<file path="config.mk">
export PLATFORM = sky130hd
export DESIGN_NAME = mem_ddr4_ch_seq
export DESIGN_NICKNAME = d
export VERILOG_FILES = /design/src/rtl/mem_ddr4_ch_seq.sv
export SDC_FILE = /design/constraint.sdc
export NUM_CORES = 1
export LEC_CHECK = 0
export ABC_CLOCK_PERIOD_IN_PS = 2020
export CAP_MARGIN = 20
export CORE_MARGIN = 8
export CORE_UTILIZATION = 35
export CTS_CLUSTER_SIZE = 30
export DETAILED_ROUTE_END_ITERATION = 10
export PLACE_DENSITY = 0.66
export SLEW_MARGIN = 40
export SYNTH_ARGS = -nofsm -noshare
export SYNTH_HDL_FRONTEND = slang
export SYNTH_SLANG_ARGS = --single-unit
</file>
<file path="constraint.sdc">
create_clock -name clk -period 2.02 [get_ports clk]
set_input_delay 0.404 -clock clk [delete_from_list [all_inputs] [get_ports clk]]
set_output_delay 0.404 -clock clk [all_outputs]
set_load 0.05 [all_outputs]
</file>
<file path="src/rtl/mem_ddr4_ch_seq.sv">
// -----------------------------------------------------------------------------
// mem_ddr4_ch_seq
// Per-channel DDR4 power-up sequencer with alert_n filtering and error counting.
// Each channel runs its own IDLE -> RST -> CKE_WAIT -> RUN sequence. While the
// channel is in RUN, its alert_n pin is synchronized and debounced. Every
// qualified low run is counted in a saturating per-channel counter and also
// sets a sticky flag.
//
// Ports
//   clk           single clock for all logic
//   rst           synchronous, active-high reset
//   ch_en         per-channel power-up request (level)
//   alert_n_in    per-channel asynchronous DDR4 alert_n, active-low
//   err_clr       per-channel single-cycle clear of alert_cnt / alert_sticky
//   ddr_reset_n   per-channel DDR4 reset_n drive
//   ddr_cke       per-channel DDR4 cke drive
//   ch_ready      per-channel "in RUN" indication
//   alert_sticky  per-channel flag: an alert event occurred since last clear
//   alert_cnt     packed per-channel counters, channel i at [i*CNT_W +: CNT_W]
//   alert_irq     registered OR of all alert_sticky bits
// -----------------------------------------------------------------------------
module mem_ddr4_ch_seq #(
   parameter int NUM_CH    = 4,
   parameter int RST_CYC   = 200,
   parameter int CKE_CYC   = 500,
   parameter int MIN_ALERT = 2,
   parameter int CNT_W     = 16
) (
   input  logic                      clk,
   input  logic                      rst,
   input  logic [NUM_CH-1:0]         ch_en,
   input  logic [NUM_CH-1:0]         alert_n_in,
   input  logic [NUM_CH-1:0]         err_clr,
   output logic [NUM_CH-1:0]         ddr_reset_n,
   output logic [NUM_CH-1:0]         ddr_cke,
   output logic [NUM_CH-1:0]         ch_ready,
   output logic [NUM_CH-1:0]         alert_sticky,
   output logic [NUM_CH*CNT_W-1:0]   alert_cnt,
   output logic                      alert_irq
);

   // The sequencing counter must reach the larger of the two wait lengths.
   localparam int CYC_MAX = (RST_CYC > CKE_CYC) ? RST_CYC : CKE_CYC;
   localparam int CW      = $clog2(CYC_MAX + 1);
   localparam int LW      = $clog2(MIN_ALERT + 1);

   typedef enum logic [1:0] {
      IDLE     = 2'd0,
      RST      = 2'd1,
      CKE_WAIT = 2'd2,
      RUN      = 2'd3
   } state_t;

   for (genvar i = 0; i < NUM_CH; i++) begin : g_ch
      state_t           state;
      logic [CW-1:0]    cyc_cnt;
      logic             rst_n_q;
      logic             run_q;
      logic [1:0]       sync;
      logic             alert_s;
      logic [LW-1:0]    low_cnt;
      logic             in_run;
      logic             evt;
      logic [CNT_W-1:0] cnt;
      logic             sticky;

      // ---------------------------------------------------------------------
      // Sequencer. The outputs are registered decodes of the current state, so
      // they rise one edge after the state changes. Dropping ch_en clears them
      // on the same edge that forces IDLE, so the pins shut off at once.
      // ---------------------------------------------------------------------
      // NOTE: state registers use non-blocking assignment only, so every block
      // samples the pre-edge value of every other register.
      always_ff @(posedge clk) begin
         if (rst || !ch_en[i]) begin
            state   <= IDLE;
            cyc_cnt <= '0;
            rst_n_q <= 1'b0;
            run_q   <= 1'b0;
         end else begin
            rst_n_q <= (state == CKE_WAIT) || (state == RUN);
            run_q   <= (state == RUN);
            case (state)
               IDLE: begin
                  state   <= RST;
                  cyc_cnt <= '0;
               end
               RST: begin
                  if (cyc_cnt == CW'(RST_CYC - 1)) begin
                     state   <= CKE_WAIT;
                     cyc_cnt <= '0;
                  end else begin
                     cyc_cnt <= cyc_cnt + 1'b1;
                  end
               end
               CKE_WAIT: begin
                  if (cyc_cnt == CW'(CKE_CYC - 1)) begin
                     state   <= RUN;
                     cyc_cnt <= '0;
                  end else begin
                     cyc_cnt <= cyc_cnt + 1'b1;
                  end
               end
               RUN:     cyc_cnt <= '0;
               default: state   <= IDLE;
            endcase
         end
      end

      // ---------------------------------------------------------------------
      // Alert path: 2-flop synchronizer, then a low-run counter that only
      // advances in RUN. The counter holds at MIN_ALERT, so a level that stays
      // low produces a single event until alert_n goes high again.
      // ---------------------------------------------------------------------
      always_ff @(posedge clk) begin
         if (rst) sync <= 2'b11;
         else     sync <= {sync[0], alert_n_in[i]};
      end

      assign alert_s = sync[1];
      assign in_run  = (state == RUN);
      assign evt     = in_run && !alert_s && (low_cnt == LW'(MIN_ALERT - 1));

      always_ff @(posedge clk) begin
         if (rst || !in_run || alert_s) begin
            low_cnt <= '0;
         end else if (low_cnt != LW'(MIN_ALERT)) begin
            low_cnt <= low_cnt + 1'b1;
         end
      end

      // A clear that lands in the same cycle as an event keeps that event.
      // This state survives sequencer exit; only rst or err_clr clears it.
      always_ff @(posedge clk) begin
         if (rst) begin
            cnt    <= '0;
            sticky <= 1'b0;
         end else if (err_clr[i]) begin
            cnt    <= evt ? CNT_W'(1) : '0;
            sticky <= evt;
         end else if (evt) begin
            if (cnt != {CNT_W{1'b1}}) cnt <= cnt + 1'b1;
            sticky <= 1'b1;
         end
      end

      assign ddr_reset_n[i]                = rst_n_q;
      assign ddr_cke[i]                    = run_q;
      assign ch_ready[i]                   = run_q;
      assign alert_sticky[i]               = sticky;
      assign alert_cnt[i*CNT_W +: CNT_W]   = cnt;
   end

   always_ff @(posedge clk) begin
      if (rst) alert_irq <= 1'b0;
      else     alert_irq <= |alert_sticky;
   end

endmodule

</file>
# After elaboration in Yosys (flattened, before gate mapping)
# Cells that the tools add are included.
# op_classes
muxes,48
n_eq_ne,40
n_reduce_logical,65
add_sub_neg,12
# op_table
cell,count
$mux W16,12
$pmux W9 S3,4
$mux W9,8
$add A16 B1 Y16 const B,4
$ne A16 B16 Y1 const B,4
$add A9 B1 Y9 const B,4
$eq A9 B8 Y1 const B,4
$eq A9 B9 Y1 const B,4
$pmux W2 S3,4
$eq A2 B1 Y1 const B,8
$eq A2 B2 Y1 const B,8
$logic_or A1 B1 Y1,16
$mux W2,8
$ne A2 B2 Y1 const B,8
$reduce_bool A2 Y1,8
$logic_not A1 Y1,12
$mux W1,12
$reduce_and A3 Y1,4
$reduce_bool A3 Y1,4
$add A2 B1 Y2 const B,4
$logic_and A1 B1 Y1,8
$logic_not A2 Y1,4
$ne A2 B1 Y1 const B,4
$reduce_and A2 Y1,4
other kinds (2),5
# totals
inputBits,14
word_cells,198
ff_bits,137
out_inout_bits,81

# Longest topological paths before layout
# logic_depth
depth_word,5
ltp_mapped,7

# Worst setup path after synthesis
# No wires, ideal clock.
# synth_timing
path_type,flip-flop to flip-flop
start,reg g_ch[3].cnt[0]
end,reg g_ch[3].cnt[5]
setup_ps,128
path_stages_with_launch,7
arrival_ps,2094
synth_period_minus_slack_ps,2222
n_path_buf,0
setup_slack_ps,-202
t_required_ps,1892
cell_sequence,dfxtp_1 > ha_1 > nand3_1 > or3_2 > o2111ai_1 > xor2_1 > nor2_1
# synth_between
elab_chain_cells,4
word_cells_on_any_way,7
cone_classes,1 x add/sub; 1 x eq/ne; 3 x mux; 2 x reduce/logical
# synth_lines
item,line,rtl
from (decl),64,logic [CNT_W-1:0] cnt;
from (signal assigned),139,cnt <= evt ? CNT_W'(1) : '0;
from (signal assigned),142,if (cnt != {CNT_W{1'b1}}) cnt <= cnt + 1'b1;
$add A16 B1 Y16,142,
$mux W16,142,
$mux W16,141,end else if (evt) begin
$mux W16,138,end else if (err_clr[i]) begin
# Several ways; a longest one is shown, not always the timed one. The select of a mux whose other input is x is not followed.
# A chain may end at the register's enable or synchronous reset.

# Final worst setup path
# layout_timing
start,reg g_ch[3].run_q
end,out ch_ready[3]
# layout_lines
item,line,rtl
from (decl),58,logic run_q;
from (signal assigned),82,run_q <= (state == RUN);
to (decl),36,"output logic [NUM_CH-1:0] ch_ready,"
# No word-level cell between the ends.

==> results.yml <==
floorplan:
  num_io_pins: 95
  initial_utilization_pct: 35.19
  die_w_um: 152.2
  die-area_mm2: 0.02317
  row_count: 50
  die_h_um: 152.2
  core_mm2: 0.01846
detailed_routing:
  drt_iter0_markers: 154
  via_per_inst: 4.828
  wl_per_cell_um: 13.09
  wl_um: 14400
  vias: 5311
  ant_nets: 0
  first_pass_iters: 4
  drc_errors: 0
timing:
  finClkSkew_ns: 0.007960
  hold_violations: 0
  relSlewSlack_pct: 64.76
  rsz0062_at_grt: "yes"
  drv_slew: 0
  period_needed_ns: 1.950
  fmax_mhz: 512.7
  tightest_slew_ns: 0.5307
  fin_crit_sh_pct: 96.56
  setup_viol: 0
  worst_slack_ns: 0.06954
cts:
  clkSinkCount: 137
  clk_latency_ns: 0.42
  clk_path_buf_depth: 2
  cts_made_buffers: 17
  clock-root-buffer: "clkbuf_16"
  cts_max_level: 4
  ctsHoldBuffers: 0
  clkTransAtPathRegs_ns: 0.05
  tritoncts: "yes"
yosys:
  synth_edf_count: 0
  ys_types: 54
  syn_inst: 734
  syn_avg_cell_area_um2: 8.849
  synth_fp_nets: 784
  synth_ff_type: "dfxtp_1"
  ys_warn_count: 0
  ys_ff_latch: 137
  async_reset_ff_share_pct: 0
  syn_area_mm2: 0.006495
  ys_seq_area_share_pct: 42.23
power_and_ir_drop:
  p_per_area_mw_per_mm2: 705.5
  power.leakage_uw: 0.003442
  ir_worst_vdd_uv: 581.8
  finalPower_uw: 5920
finish:
  fin_util_pct: 45.46
  antenna_cells: 0
  final_cell_mix: "nor2_1, dfxtp_1, buf_4"
  final_common_cell: "nor2_1"
  design_area_mm2: 0.008391
  nNetsFinal: 905
  drive_above_1_share_pct: 15.59
  area_growth_pct: 29.19
critical_path:
  critPathKind: "flop to output pin"
  worst-path-buf-inv: 1
  cp-end-kind: "output pin"
  startpoint_type: "flop"
  crit_family: "buffers and inverters"
  timing.critical_path.required_ns: 1.62
  max_stage_delay_ns: 0.81
  slowest_stage: "clkdlybuf4s50_1"
  path_cells: "clkdlybuf4s50_1"
  crit_fanout: 2
  critPathArrivalTime_ns: 1.55
global_route:
  grt_util_met1_pct: 15.05
  use_met2_pct: 21.25
  grt_first_pass_wirelength_um: 24950
  grt.total_usage_pct: 12.72
  gr-usage-met3_pct: 4.538
  grt_pass1_vias: 5262
  grt-ovfl-total: 0
  grt_busiest_layer: "met2"
  antenna_found_initial: 0
  grt_max_degree: 17
placement:
  dp_hpwl_um: 10520
  gp_congestion: 0.8234
  place_ws_ns: 0.04571
  place_area_mm2: 0.007826
  numPortBuffers: 94
run:
  cap_violations: 0
run_status:
  status: "completed"
hold_path:
  hp-class: "flop to flop"
## final timing paths
check,from,to,slack [ns],cells after the start
worst max-delay path,g_ch[3].run_q,ch_ready[3],0.07,1
worst min-delay path,g_ch[3].sync[0],g_ch[3].sync[1],0.41,1
worst max register to register,g_ch[0].cyc_cnt[0],g_ch[0].state[1],0.09,6
worst min register to register,g_ch[3].sync[0],g_ch[3].sync[1],0.41,1
## per-stage QoR
step	setup TNS [ns]	hold WS (ns)	instances
3_3_place_gp	0	0.3930	1070
5_1_grt	-0.009034	0.4195	1100
3_5_place_dp	0	0.3928	1070
4_1_cts	0	0.4133	1100
2_1_floorplan	0	0.3895	734
6_report	0	0.4113	1100
## logic make-up (layout without fill, tap and decap cells)
logic type | Yosys count | count (layout) | synth area share [%]
compound gates | 90 | 90 | 8.843
flops | 137 | 137 | 42.23
simple gates | 335 | 335 | 27.24
buf+inv | 61 | 193 | 4.585
mux | 3 | 3 | 0.4624
fa+ha+maj | 36 | 36 | 6.935
xor+xnor | 72 | 72 | 9.709
## routing by layer
metal,wire length (µm),vias to the layer above
met4,146,0
met3,748,14
li1,-,2776
met5,0,-
met2,6615,85
met1,6886,2436
## what timing repair did
item / 4_1_cts / 5_1_grt
setup endpoints to repair: 46 / 15
pin swaps: 0 / 0
gates resized for setup: 46 / 18
setup buffers: 0 / 0
## registers in the layout, indices dropped and copies added (netlist names)
register,flops
g_ch.cnt,64
g_ch.cyc_cnt,36
g_ch.low_cnt,8
g_ch.state,8
g_ch.sync,8
g_ch.rst_n_q,4
g_ch.run_q,4
g_ch.sticky,4
alert_irq,1
## layout make-up
cell class / count / area (µm²)
Clock buffer: 21 / 450.4
Clock inverter: 9 / 101.3
Fill cell: 1793 / 10060
Inverter: 33 / 123.9
Multi-Input combinational cell: 536 / 3501
Sequential cell: 137 / 2778
Tap cell: 234 / 292.8
Timing Repair Buffer: 130 / 1144
## cells in the mapped netlist, types with 3 or more instances
library cell / count / share of area (%)
and3_1: 14 / 1.3
a21oi_1: 34 / 2.6
and2_1: 10 / 0.96
nor3_1: 14 / 1.1
nor4_1: 10 / 0.96
nand3_1: 35 / 2.7
or3_1: 12 / 1.2
o2111ai_1: 4 / 0.54
o21ai_2: 3 / 0.40
dfxtp_1: 137 / 42
ha_1: 36 / 6.9
o211ai_1: 8 / 0.92
o21ai_0: 18 / 1.4
mux2i_1: 3 / 0.46
nand4b_1: 7 / 0.94
xnor2_1: 34 / 4.6
or4_1: 11 / 1.3
o21a_1: 5 / 0.58
or2_2: 11 / 1.1
inv_1: 32 / 1.8
nand4_1: 22 / 2.1
buf_4: 16 / 1.8
nand3b_1: 8 / 0.92
nand2b_1: 10 / 0.96
nand2_1: 37 / 2.1
xor2_1: 38 / 5.1
o41ai_1: 3 / 0.40
and4_1: 6 / 0.81
nor2b_1: 3 / 0.29
clkbuf_1: 10 / 0.58
a211oi_1: 4 / 0.46
nor2_1: 112 / 6.5
## power by group
part	internal [µW]	switching, µW	total (µW)
combinational	103	118	221
clock	1820	1120	2950
sequential	2730	22.2	2750
total	4660	1260	5920
(Power assumes the default switching activity.)
